File: config.mk
export PLATFORM = sky130hd
export DESIGN_NAME = bias_fetch
export DESIGN_NICKNAME = d
export VERILOG_FILES = /design/src/rtl/bias_fetch.sv
export SDC_FILE = /design/constraint.sdc
export NUM_CORES = 1
export LEC_CHECK = 0
export CORE_UTILIZATION = 41
export DETAILED_ROUTE_END_ITERATION = 7
export PLACE_DENSITY = 0.76
export SLEW_MARGIN = 20
export SYNTH_ARGS = -nofsm -noshare
export SYNTH_HDL_FRONTEND = slang
export SYNTH_SLANG_ARGS = --single-unit
File: constraint.sdc
create_clock -name Clock -period 2.1 [get_ports Clock]
set_input_delay 0.42 -clock Clock [delete_from_list [all_inputs] [get_ports Clock]]
set_output_delay 0.42 -clock Clock [all_outputs]
set_load 0.01 [all_outputs]
File: src/rtl/bias_fetch.sv
// -----------------------------------------------------------------------------
// bias_fetch
//
// Read-side sequencer for the bias memory. When the layer controller requests a
// layer, the block walks that layer's bias addresses, registers each word
// returned by the memory's combinational read port and hands it to the neuron
// accumulator over a valid/ready handshake, tagged with the neuron index and a
// last-word flag.
//
// Ports
//   Clock       in   system clock, rising edge
//   Res         in   asynchronous active-low reset
//   Start       in   fetch request, sampled only while idle
//   Layer_sel   in   layer to fetch (0 = layer 1 .. 7 = layer 8)
//   mem_out     in   bias word for the address on Addr_mem_b
//   Ready_out   in   accumulator can accept Bias_out
//   Addr_mem_b  out  bias memory read address (registered)
//   Bias_out    out  bias word, passed through bit-exact (registered)
//   Bias_valid  out  Bias_out holds a word awaiting handshake
//   Neuron_idx  out  neuron index of the word on Bias_out
//   Bias_last   out  word on Bias_out is the layer's final bias
//   Busy        out  high whenever a fetch is in progress
//   Done        out  one-cycle pulse after the final handshake
// -----------------------------------------------------------------------------
module bias_fetch #(
    parameter int N_ADDR = 19
) (
    input  logic                        Clock,
    input  logic                        Res,
    input  logic                        Start,
    input  logic [2:0]                  Layer_sel,
    input  logic [31:0]                 mem_out,
    input  logic                        Ready_out,
    output logic [$clog2(N_ADDR)-1:0]   Addr_mem_b,
    output logic [31:0]                 Bias_out,
    output logic                        Bias_valid,
    output logic [1:0]                  Neuron_idx,
    output logic                        Bias_last,
    output logic                        Busy,
    output logic                        Done
);

    localparam int AW = $clog2(N_ADDR);

    typedef enum logic [1:0] {
        S_IDLE,
        S_FETCH,
        S_HOLD,
        S_DONE
    } state_e;

    state_e          state_q, state_d;
    logic [AW-1:0]   addr_q,  addr_d;
    logic [31:0]     bias_q,  bias_d;
    logic            valid_q, valid_d;
    logic [1:0]      idx_q,   idx_d;
    logic            last_q,  last_d;
    logic [2:0]      count_q, count_d;   // words in the latched layer (1..4)
    logic [1:0]      cnt_q,   cnt_d;     // neuron counter within the layer

    logic [AW-1:0]   sel_base;
    logic [2:0]      sel_count;

    // Constant layer table: first bias address and number of neurons.
    always_comb begin
        // NOTE: every combinational output gets a value before the case so no
        // path leaves it unassigned, which would otherwise infer a latch.
        sel_base  = '0;
        sel_count = 3'd1;
        case (Layer_sel)
            3'd0: begin sel_base = AW'(0);  sel_count = 3'd4; end
            3'd1: begin sel_base = AW'(4);  sel_count = 3'd2; end
            3'd2: begin sel_base = AW'(6);  sel_count = 3'd1; end
            3'd3: begin sel_base = AW'(7);  sel_count = 3'd1; end
            3'd4: begin sel_base = AW'(8);  sel_count = 3'd1; end
            3'd5: begin sel_base = AW'(9);  sel_count = 3'd2; end
            3'd6: begin sel_base = AW'(11); sel_count = 3'd4; end
            3'd7: begin sel_base = AW'(15); sel_count = 3'd4; end
        endcase
    end

    // State and datapath registers.
    always_ff @(posedge Clock or negedge Res) begin
        if (!Res) begin
            state_q <= S_IDLE;
            addr_q  <= '0;
            bias_q  <= '0;
            valid_q <= 1'b0;
            idx_q   <= '0;
            last_q  <= 1'b0;
            count_q <= '0;
            cnt_q   <= '0;
        end else begin
            // NOTE: non-blocking assignments so every register samples the
            // pre-edge values, independent of statement order.
            state_q <= state_d;
            addr_q  <= addr_d;
            bias_q  <= bias_d;
            valid_q <= valid_d;
            idx_q   <= idx_d;
            last_q  <= last_d;
            count_q <= count_d;
            cnt_q   <= cnt_d;
        end
    end

    // Next-state logic.
    always_comb begin
        state_d = state_q;
        unique case (state_q)
            S_IDLE:  if (Start) state_d = S_FETCH;
            S_FETCH: state_d = S_HOLD;
            S_HOLD:  if (Ready_out) state_d = last_q ? S_DONE : S_FETCH;
            S_DONE:  state_d = S_IDLE;
        endcase
    end

    // Datapath updates per state.
    always_comb begin
        addr_d  = addr_q;
        bias_d  = bias_q;
        valid_d = valid_q;
        idx_d   = idx_q;
        last_d  = last_q;
        count_d = count_q;
        cnt_d   = cnt_q;
        unique case (state_q)
            S_IDLE: begin
                // Layer_sel is consumed only here, so later changes cannot
                // disturb a fetch already under way.
                if (Start) begin
                    addr_d  = sel_base;
                    count_d = sel_count;
                    cnt_d   = '0;
                end
            end
            S_FETCH: begin
                // Memory read port is combinational: mem_out already reflects
                // addr_q, so it is captured in the same cycle.
                bias_d  = mem_out;
                idx_d   = cnt_q;
                last_d  = ({1'b0, cnt_q} == (count_q - 3'd1));
                valid_d = 1'b1;
            end
            S_HOLD: begin
                if (Ready_out) begin
                    valid_d = 1'b0;
                    if (last_q) begin
                        // Address stays on the final word of the layer.
                        last_d = 1'b0;
                    end else begin
                        addr_d = addr_q + 1'b1;
                        cnt_d  = cnt_q + 1'b1;
                    end
                end
            end
            S_DONE: begin
            end
        endcase
    end

    // State-decoded outputs.
    always_comb begin
        Busy = (state_q != S_IDLE);
        Done = (state_q == S_DONE);
    end

    assign Addr_mem_b = addr_q;
    assign Bias_out   = bias_q;
    assign Bias_valid = valid_q;
    assign Neuron_idx = idx_q;
    assign Bias_last  = last_q;

endmodule

After elaboration in Yosys (flattened, before gate mapping)
Memory sizes are Yosys's and may differ from the RTL's.
Cells that the tools add are included.
- add/subtract/negate cells: 3
- equality and inequality tests: 7
- mux-type cells: 15
- reductions and logical operators: 8
- operators with widths (kind ; number):
    $mux 5 ; 3
    $mux 2 ; 6
    $pmux 5 s2 ; 1
    $pmux 2 s4 ; 1
    $ne 2x2->1 const B ; 3
    $reduce_and 2->1 ; 3
    $reduce_bool 2->1 ; 3
    $add 5x1->5 const B ; 1
    $eq 2x2->1 const B ; 2
    $pmux 1 s2 ; 2
    $pmux 2 s2 ; 1
    $reduce_and 4->1 ; 1
    $eq 2x3->1 ; 1
    $sub 3x1->3 const B ; 1
    $add 2x1->2 const B ; 1
    $eq 2x1->1 const B ; 1
    $logic_not 2->1 ; 1
    $mux 1 ; 1
- register bits after elaboration: 48
- ROM bits: 56
- input port bits: 39
- output and inout bits: 43
- logic and storage cells: 42
- memories: 1
- memory list (memory ; words ; bits a word ; rd ports ; clocked after memory_dff ; wr ports ; RTL line ; text):
    (no name shown) ; 8 ; 7 ; 1 ; 0 ; 0 ; 70 ; case (Layer_sel)

Depth between registers and ports, before layout
- word-level depth: 4
- mapped depth: 5
- mapped depth without buffers: 5

Worst setup path before layout
No wires, ideal clock.
- path type: register to register
- start point: register addr_q[0] (netlist: Addr_mem_b[0])
- end point: register addr_q[2] (netlist: Addr_mem_b[2])
- setup time: 0.066 ns
- data arrival time: 1.300 ns
- data required time: 2.034 ns
- slack: 0.735 ns
- cell stages (with the launch flop): 5
- path buffers: 0
- period minus slack after synthesis: 1.365 ns
- path through: dfrtp_1 -> ha_1 -> or4bb_1 -> o31ai_1 -> a22o_1
- longest elaborated chain between the ends: 4
- RTL lines (item ; RTL line ; text):
    start, declared ; 53 ; logic [AW-1:0] addr_q, addr_d;
    start signal, assigned ; 97 ; addr_q <= addr_d;
    $add 5x1->5 ; 152 ; addr_d = addr_q + 1'b1;
    $mux 5 ; 148 ; if (last_q) begin
    $mux 5 ; 146 ; if (Ready_out) begin
    $pmux 5 s2 ; 127 ; unique case (state_q)
Every way passes these cells. The select of a mux whose other input is x is not followed.
A chain may end at the register's enable or synchronous reset.

Final worst setup path
- start point: register state_q[0]
- end point: output Done
- longest elaborated chain between the ends: 1
- RTL lines (item ; RTL line ; text):
    start, declared ; 52 ; state_e state_q, state_d;
    start signal, assigned ; 96 ; state_q <= state_d;
    $eq 2x2->1 ; 165 ; Done = (state_q == S_DONE);
    end, declared ; 40 ; output logic Done
Every way passes these cells.

==> flow_summary_export.csv <==
group,metric,value,unit
logic_synthesis,yosysWarnings,0,
critical_path,cp-start-kind,"flop",
timing,rsz0062_at_grt,"no",
global_routing,antenna_found_initial,0,
placement,place_ws,0.279,ns
cts,cts_max_path_buffers,2,
layout,final_nets,282,
route,routed_wl,4.56,mm
cts,post_cts_buffers,0,
timing,slew_viol_final,0,
global_routing,grt_max_degree,31,
logic_synthesis,syn-num-nets,197,
logic_synthesis,async_flop_share,100,%
logic_synthesis,netlist_instances,156,
die,die_w,73.4,um
placement,post-dp-hpwl,3.27,mm
power_and_ir_drop,leakagePower,1.32,nW
cts,insertion_delay,0.30,ns
logic_synthesis,ys_seq_area_share,57.4,%
critical_path,cp_data_required_time,1.68,ns
layout,finish.instance_area,3140,sq um
critical_path,end_kind,"primary output",
critical_path,worst-r2r-setup-slack,0.48,ns
route,detail_route.wl_per_cell,14.8,um
timing,tightestPinTransition,0.495,ns
cts,clk_transition_reported_paths,0.09,ns
timing,finalSetupTns,0,ns
power_and_ir_drop,p_per_area,1500,nW/um^2
layout,stdcell_count,309,
timing,finalSetupViolations,0,
die,die_y,73.4,um
power_and_ir_drop,vdd_drop_max,0.00105,V
timing,min_period_over_period,94.8,%
critical_path,critPathMaxFanout,13,
min_path,hp-class,"reg -> reg",
critical_path,path_class,"reg -> out",
timing,maxSlewHeadroom,66.9,%
route,dr_total_vias,1539,
timing,min_period,1.99,ns
cts,htreeDepth,2,
cts,cts_root_buffer,"clkbuf_8",
logic_synthesis,synth-main-ff-cell,"dfrtp_1",
outcome,status,"finished clean",
global_routing,overflow,0,
timing,finalHoldViolCount,0,
min_path,hp-start,"Bias_out[21]",
global_routing,grt_pass1_wl,7.40,mm
critical_path,cp.arrival,1.57,ns
layout,fill_cells,405,
layout,register_area,1200,sq um
timing,setup_slack,0.110,ns
logic_synthesis,avgSynthCellArea,13.4,sq um
die,start_util,43.4,%
logic_synthesis,synth_edf_count,0,
route,ant_nets,0,
critical_path,r2r_cells,3,
global_routing,grt_usage,18.4,%
cts,cts.sinks,48,
critical_path,r2r-end,"Bias_out[0]",
cts,cts_tree,"done",
layout,diodes,0,
layout,drive_gt1_share,7.85,%
placement,place.gp.congestion,0.813,
layout,multi_input_area,828,sq um
logic_synthesis,ys_seq_elements,48,
die,dieArea,5390,sq um
timing,fmax,502,MHz
placement,place_inst,300,
route,viasPerCell,4.98,
placement,placed_area,2990,sq um
layout,area.growth.synth_to_final,49.9,%
critical_path,cp-startpoint,"state_q[0]",
route,dr.pass1.iters,4,
timing,clock_skew,0.00566,ns
route,drtIter0Drc,37,
job,drv_cap,0,
logic_synthesis,synth_cell_types,42,
logic_synthesis,netlist_area,2090,sq um
min_path,whs_path_depth,1,
critical_path,rr_startpoint,"state_q[0]",
die,coreArea,4820,sq um
die,rows,25,
min_path,worstHoldEndpoint,"Bias_out[21]",
cts,numCtsBuffers,5,
die,boundaryPins,82,
placement,port_buffers,81,
route,drcViolationCount,0,
global_routing,first_global_vias,1524,
==> per-stage QoR <==
stage               total power (W)  hold slack [ns]  utilization (%)
floorplan                   0.00280            0.124                -
global placement            0.00387            0.290             62.1
detailed placement          0.00395            0.284             62.1
CTS                         0.00477            0.495             65.1
global route                0.00502            0.504             65.1
finish                      0.00470            0.488             65.1
==> per-layer routing <==
| layer | vias to the layer above | routed length (um) | GRT usage, % |
|---|---|---|---|
| met1 | 741 | 2020 | 23.2 |
| met4 | 0 | 44 | 6.41 |
| met5 | - | 0 | 0 |
| met2 | 60 | 2210 | 31.6 |
| li1 | 733 | - | - |
| met3 | 5 | 292 | 3.70 |
==> logic make-up (layout without fill, tap and decap cells) <==
family,count (synthesis),in the layout,synth area share [%]
buffers and inverters,12,98,3.35
XOR/XNOR,3,3,1.26
AND/OR/NAND/NOR,30,30,9.33
adder cells (fa/ha/maj),3,3,1.67
multiplexers,35,35,18.8
flip-flops,48,48,57.4
AO/OA/AOI/OAI,25,25,8.19
==> cell type report <==
type | count | area share (%)
Sequential cell | 48 | 38.3
Clock inverter | 3 | 2.19
Multi-Input combinational cell | 96 | 26.4
Clock buffer | 5 | 2.19
Tap cell | 67 | 2.67
Timing Repair Buffer | 86 | 27.8
Inverter | 4 | 0.479
==> report_power, final <==
part	internal (W)	switching [W]
Combinational	0.00132	0.000899
Sequential	0.00138	0.000312
Clock	0.000479	0.000306
Total	0.00318	0.00152
==> sequential cells by signal (all words and copies together) (netlist names) <==
signal,cells
cnt_q,2
Neuron_idx,2
Bias_last,1
state_q,2
Bias_out,32
Bias_valid,1
Addr_mem_b,5
count_q,3
==> worst max-delay path: stages (launching register included) <==
cell and delay, ns:
dfrtp_1 0.56, and2_1 0.19, clkdlybuf4s50_1 0.53
==> cell usage in the layout (no fill, tap or decap), drive strengths merged, types with 2 or more instances in the layout <==
cell / n
a21oi: 5
a22o: 2
buf: 5
bufinv: 2
clkbuf: 5
clkdlybuf4s50: 80
dfrtp: 48
ha: 2
inv: 5
mux2: 34
nand2: 8
nand3: 3
nand3b: 2
nor2: 2
nor3: 2
nor3b: 2
o21ai: 5
o22ai: 5
or2: 2
xor2: 2
==> cells in the mapped netlist (2+ instances only) <==
library cell | count | area share [%]
nor3_1 | 2 | 0.48
dfrtp_1 | 48 | 57
nand3b_1 | 2 | 0.72
a21oi_1 | 5 | 1.2
nand3_1 | 3 | 0.72
buf_4 | 4 | 1.4
nor2_1 | 2 | 0.36
mux2_1 | 34 | 18
xor2_1 | 2 | 0.84
o22ai_1 | 5 | 1.5
or2_1 | 2 | 0.60
ha_1 | 2 | 1.2
o21ai_1 | 4 | 0.96
a22o_1 | 2 | 0.84
inv_1 | 4 | 0.72
nand2_1 | 8 | 1.4
buf_2 | 2 | 0.48
==> timing repair <==
| item | in CTS | in global routing |
|---|---|---|
| hold buffers | 1 | 0 |
| endpoints found under the hold margin | 7 | 0 |
| resized for setup | 0 | 0 |
| setup endpoints to repair | 0 | 0 |
==> how the worst max path moves through the flow <==
stage,end,slack (ns),cells past startpoint
CTS,Done,0.11,2
global placement,Addr_mem_b[4],0.31,4
detailed placement,Addr_mem_b[4],0.28,4
finish,Done,0.11,2
floorplan,Addr_mem_b[2],0.73,4
global route,Done,0.05,2
No activity file was read; power rests on OpenSTA's default activity.
